`src/rtl/iagc_frame_logger.sv`:
```
`default_nettype none
// ============================================================================
// Module      : iagc_frame_logger
// Description : Periodic IAGC telemetry logger; snapshots loop state and
//               sends it as a 7-byte 8N1 UART frame. Optional macro
//               LOGGER_STATUS_BYTE_EN puts the IAGC status into byte 6.
// Revision    : 1.0 - initial release
// ============================================================================
module iagc_frame_logger #(
    parameter int CLK_FREQUENCY       = 100_000_000,
    parameter int UART_FREQUENCY      = 9_200,
    parameter int TICKS               = 300000,
    parameter int AMPLITUDE_DATA_SIZE = 16,
    parameter int IAGC_STATUS_SIZE    = 4
) (
    input  logic                           i_clock,
    input  logic                           i_reset,
    input  logic [IAGC_STATUS_SIZE-1:0]    i_iagcStatus,
    input  logic [AMPLITUDE_DATA_SIZE-1:0] i_referenceAmplitude,
    input  logic [AMPLITUDE_DATA_SIZE-1:0] i_errorAmplitude,
    input  logic [7:0]                     i_quotient,
    input  logic [7:0]                     i_fractional,
    input  logic                           i_onPhase,
    input  logic                           i_wdValid,
    output logic                           o_txBit
);

    localparam int C_BIT_CYCLES = CLK_FREQUENCY / UART_FREQUENCY;
    localparam int C_CYC_W      = (C_BIT_CYCLES > 1) ? $clog2(C_BIT_CYCLES) : 1;
    localparam int C_TICK_W     = (TICKS > 1) ? $clog2(TICKS) : 1;

    localparam logic [C_CYC_W-1:0]  C_CYC_LAST  = C_CYC_W'(C_BIT_CYCLES - 1);
    localparam logic [C_TICK_W-1:0] C_TICK_LAST = C_TICK_W'(TICKS - 1);
    localparam logic [2:0]          C_LAST_BYTE = 3'd6;
    localparam logic [2:0]          C_LAST_BIT  = 3'd7;

    typedef enum logic [1:0] {
        S_WAIT  = 2'd0,
        S_START = 2'd1,
        S_DATA  = 2'd2,
        S_STOP  = 2'd3
    } state_t;

    state_t                r_state;
    state_t                w_state_nxt;
    logic [C_TICK_W-1:0]   r_tick;
    logic [C_TICK_W-1:0]   w_tick_nxt;
    logic [C_CYC_W-1:0]    r_cyc;
    logic [C_CYC_W-1:0]    w_cyc_nxt;
    logic [2:0]            r_bit;
    logic [2:0]            w_bit_nxt;
    logic [2:0]            r_byte;
    logic [2:0]            w_byte_nxt;
    logic [55:0]           r_frame;
    logic [55:0]           w_snapshot;
    logic [7:0]            w_flags_byte;
    logic                  w_load;
    logic                  w_tx_nxt;
    logic                  w_enable;
    logic                  w_cyc_done;

`ifdef LOGGER_STATUS_BYTE_EN
    assign w_flags_byte = {2'b00, i_iagcStatus[3:0], i_wdValid, i_onPhase};
`else
    assign w_flags_byte = {6'b000000, i_wdValid, i_onPhase};
`endif

    // Byte n of the frame lives at r_frame[8n+7:8n]; {byte,bit} indexes it directly.
    assign w_snapshot = {w_flags_byte, i_fractional, i_quotient,
                         i_errorAmplitude[15:0], i_referenceAmplitude[15:0]};

    assign w_enable   = (i_iagcStatus != '0);
    assign w_cyc_done = (r_cyc == C_CYC_LAST);

    always_comb begin
        w_state_nxt = r_state;
        w_tick_nxt  = r_tick;
        w_cyc_nxt   = r_cyc;
        w_bit_nxt   = r_bit;
        w_byte_nxt  = r_byte;
        w_load      = 1'b0;
        w_tx_nxt    = 1'b1;

        case (r_state)
            S_WAIT: begin
                if (!w_enable) begin
                    w_tick_nxt = '0;
                end else if (r_tick == C_TICK_LAST) begin
                    w_tick_nxt  = '0;
                    w_load      = 1'b1;
                    w_state_nxt = S_START;
                end else begin
                    w_tick_nxt = r_tick + 1'b1;
                end
            end
            S_START: begin
                if (w_cyc_done) begin
                    w_cyc_nxt   = '0;
                    w_bit_nxt   = '0;
                    w_state_nxt = S_DATA;
                end else begin
                    w_cyc_nxt = r_cyc + 1'b1;
                end
            end
            S_DATA: begin
                if (w_cyc_done) begin
                    w_cyc_nxt = '0;
                    if (r_bit == C_LAST_BIT) begin
                        w_bit_nxt   = '0;
                        w_state_nxt = S_STOP;
                    end else begin
                        w_bit_nxt = r_bit + 1'b1;
                    end
                end else begin
                    w_cyc_nxt = r_cyc + 1'b1;
                end
            end
            S_STOP: begin
                if (w_cyc_done) begin
                    w_cyc_nxt = '0;
                    if (r_byte == C_LAST_BYTE) begin
                        w_byte_nxt  = '0;
                        w_state_nxt = S_WAIT;
                    end else begin
                        w_byte_nxt  = r_byte + 1'b1;
                        w_state_nxt = S_START;
                    end
                end else begin
                    w_cyc_nxt = r_cyc + 1'b1;
                end
            end
            default: w_state_nxt = S_WAIT;
        endcase

        // The line level is derived from the next state so it flips on the
        // same edge as the state, keeping the output a clean flop.
        case (w_state_nxt)
            S_START: w_tx_nxt = 1'b0;
            S_DATA:  w_tx_nxt = r_frame[{w_byte_nxt, w_bit_nxt}];
            default: w_tx_nxt = 1'b1;
        endcase
    end

    always_ff @(posedge i_clock) begin
        if (i_reset) begin
            r_state <= S_WAIT;
            r_tick  <= '0;
            r_cyc   <= '0;
            r_bit   <= '0;
            r_byte  <= '0;
            r_frame <= '0;
            o_txBit <= 1'b1;
        end else begin
            r_state <= w_state_nxt;
            r_tick  <= w_tick_nxt;
            r_cyc   <= w_cyc_nxt;
            r_bit   <= w_bit_nxt;
            r_byte  <= w_byte_nxt;
            o_txBit <= w_tx_nxt;
            if (w_load) begin
                r_frame <= w_snapshot;
            end
        end
    end

endmodule
`default_nettype wire

```
`config.mk`:
```
export PLATFORM = sky130hd
export DESIGN_NAME = iagc_frame_logger
export DESIGN_NICKNAME = d
export VERILOG_FILES = /design/src/rtl/iagc_frame_logger.sv
export SDC_FILE = /design/constraint.sdc
export NUM_CORES = 1
export LEC_CHECK = 0
export BUFFER_PORTS_ARGS = -buffer_cell sky130_fd_sc_hd__buf_2
export CAP_MARGIN = 20
export CORE_MARGIN = 5
export CORE_UTILIZATION = 30
export CTS_BUF_LIST = sky130_fd_sc_hd__clkbuf_4
export CTS_CLUSTER_DIAMETER = 50
export DETAILED_ROUTE_END_ITERATION = 16
export PLACE_DENSITY = 0.51
export SETUP_SLACK_MARGIN = 0.05
export SLEW_MARGIN = 30
export SYNTH_ARGS = -nofsm -noshare
export SYNTH_HDL_FRONTEND = slang
export SYNTH_SLANG_ARGS = --single-unit
```
`constraint.sdc`:
```
create_clock -name i_clock -period 3.81 [get_ports i_clock]
set_input_delay 0.5715 -clock i_clock [delete_from_list [all_inputs] [get_ports i_clock]]
set_output_delay 0.5715 -clock i_clock [all_outputs]
set_load 0.005 [all_outputs]
```
==> impl_metrics.ini <==
[outcome]
outcome = completed

[critical_path]
crit_required_ns = 4.16
cp_slowest_cell = or4b_1
rr_startpoint = r_cyc[0]
reg2reg_to = o_txBit
cpPeakStageDelay_ns = 0.63
critPathKind = flip-flop to flip-flop
worst_setup_path_start_kind = flip-flop
rr_worst_depth = 11
cp_cell_sequence = inv_1, ha_1, and3b_1, or4b_1, a2bb2oi_1, nand2_2, mux2i_1, mux2i_1, mux2_2, a2111oi_4, o32ai_2
critPathBufInv = 1
cp_max_fo = 18
cpMostUsedCell = mux2i_1
cp.arrival_ns = 3.55
crit_path_end_kind = flip-flop
cpLargestDelayFamily = simple AND/OR/NAND/NOR gates
startpoint = r_cyc[0]
rrSetupSlack_ns = 0.61

[drt]
antenna_left = 0
via_count = 3832
drc_errors = 0
drt_iter0_markers = 165
totalWireLength_um = 10600
routed_via_density = 4.88
wl_per_cell_um = 13.5
firstDrtPassIters = 4

[cells_and_area]
design_area_um2 = 4970
final_nets = 663
final_common_cell = nand2_1
num_antenna_cells = 0
final_cell_mix = 139 x nand2_1, 92 x dfxtp_1, 71 x a21oi_1, 56 x buf_2, 45 x nor2_1
syn2layout_area_growth_pct = 11.0
drive_gt1_share_pct = 15.5

[clock_tree]
clk_pin_slew_ns = 0.14
ctsHoldBuffers = 0
cts_tree = built
cts.path.max_buffers = 2
cts_resized = 0
post_cts_buffers = 0
cts-root-buf = clkbuf_4
htree_levels = 3
cts.sinks = 92
clkLatencyLatePin_ns = 0.47
cts_buffers = 9

[die]
io_pins = 57
design.die.area_um2 = 17500
core-area_um2 = 14600
die_y_um = 132
die_x_um = 132
initial_core_util_pct = 30.7
num_rows = 44

[sta]
final-setup-viol-count = 0
period_share_pct = 83.9
rsz0062_at_grt = false
hold_viol_final = 0
fmax_ghz = 0.313
finalCriticalPeriod_ns = 3.20
drv_slew = 0
tightestPinTransition_ns = 0.694
slew_headroom_pct = 53.7
clock-skew-final_ns = 0.0201
finalSetupTns_ns = 0

[hold_path]
whs_path_depth = 3
min_to = r_frame[42]
min_from = i_fractional[2]
hold_class = input pin to flip-flop

[grt]
overflow = 0
antenna_found_initial = 0
grt_max_degree = 51
grt_pass1_wl_um = 18000
grt_pass1_vias = 3922
grt_usage_pct = 12.4

[logic_synthesis]
yosys.cell_types.count = 62
postSynthAreaPerCell_um2 = 8.04
syn_nets = 623
synth_edf_count = 0
synthCells = 557
ys.flop_type = dfxtp_1
synth_warnings = 0
syn_area_um2 = 4480
synth_seq_area_share_pct = 41.1
ys_seq_elements = 92
synth_async_sr_flop_share_pct = 0

[placed_design]
portBuffers = 56
placed_area_um2 = 4870
routabilityCongestion = 0.786
dp_hpwl_um = 7660

[pwr]
p_leak_nw = 1.76
p_per_area_nw_per_um2 = 303
vdd_drop_max_mv = 0.178

[flow_run]
drv_cap = 0
-- cell usage after synthesis (5+ instances only) --
library cell | count | area share (%)
nand2_1 | 139 | 12
dfxtp_1 | 92 | 41
a21oi_1 | 71 | 7.9
nor2_1 | 45 | 3.8
clkbuf_1 | 25 | 2.1
xor2_1 | 18 | 3.5
nand3_1 | 14 | 1.6
mux2i_1 | 13 | 2.9
inv_1 | 11 | 0.92
ha_1 | 10 | 2.8
o21ai_0 | 9 | 1.0
and3_1 | 8 | 1.1
xnor2_1 | 8 | 1.6
nand4_1 | 7 | 0.98
nor3_1 | 7 | 0.78
or3_1 | 7 | 0.98
mux2_2 | 5 | 1.3
-- cell type report --
| cell class | count | area (µm²) |
|---|---|---|
| clock buffers | 10 | 75.1 |
| fillers | 1551 | 9620 |
| multi-input cells | 423 | 2450 |
| well taps | 184 | 230 |
| inverters | 11 | 41.3 |
| repair buffers | 60 | 310 |
| flip-flops and latches | 92 | 1840 |
| clock inverters | 5 | 20.0 |
-- per-layer routing --
metal / vias up / part of all wire, % / GRT usage (%)
li1: 1974 / - / -
met1: 1792 / 47 / 15.2
met2: 51 / 49 / 21.1
met3: 15 / 2.7 / 2.82
met4: 0 / 1.7 / 4.52
met5: - / 0 / 0
-- cell families after synthesis --
group	Yosys count	synth area share (%)
and+or+nand+nor	256	26.7
DFF	92	41.1
adders and majority gates	10	2.79
xor gates and xnor gates	26	5.08
buffers and inverters	42	4.33
AOI/OAI and AO/OA	113	15.8
muxes	18	4.16
-- worst reg2reg max path: cells and delay by family, from the launching register on --
kind                       cells  cell delay (ns)
and+or+nand+nor                3             1.15
AOI/OAI and AO/OA              3             0.70
muxes                          3             0.65
DFF                            1             0.37
adders and majority gates      1             0.16
buffers and inverters          1             0.07
-- per-stage QoR --
stage / instances / hold WS, ns / setup WS, ns / total power [mW] / util (%)
floorplan: 557 / 0.428 / 1.11 / 1.05 / -
global placement: 770 / 0.442 / 0.760 / 1.09 / 33.4
detailed placement: 770 / 0.442 / 0.631 / 1.09 / 33.4
CTS: 785 / 0.291 / 0.606 / 1.53 / 34.1
global route: 785 / 0.289 / 0.477 / 1.59 / 34.1
finish: 785 / 0.322 / 0.615 / 1.51 / 34.1
-- where the power goes --
part	total, mW	leakage [nW]	switching, mW	internal [mW]
clock network	0.441	0.0562	0.313	0.129
logic	0.0887	0.960	0.0493	0.0394
registers	0.977	0.741	0.00778	0.970
total	1.51	1.76	0.370	1.14
-- worst max path at each step --
stage	end	slack, ns	depth (start not counted)
2_1_floorplan	o_txBit	1.11	12
4_1_cts	o_txBit	0.61	11
6_report	o_txBit	0.61	11
3_3_place_gp	o_txBit	0.76	11
5_1_grt	o_txBit	0.48	11
3_5_place_dp	o_txBit	0.63	11
-- state kept, by name (all words and copies together), names as in the netlist --
register,cells
o_txBit,1
r_bit,3
r_byte,3
r_cyc,14
r_frame,50
r_state,2
r_tick,19
Power figures use the tool's default switching activity.
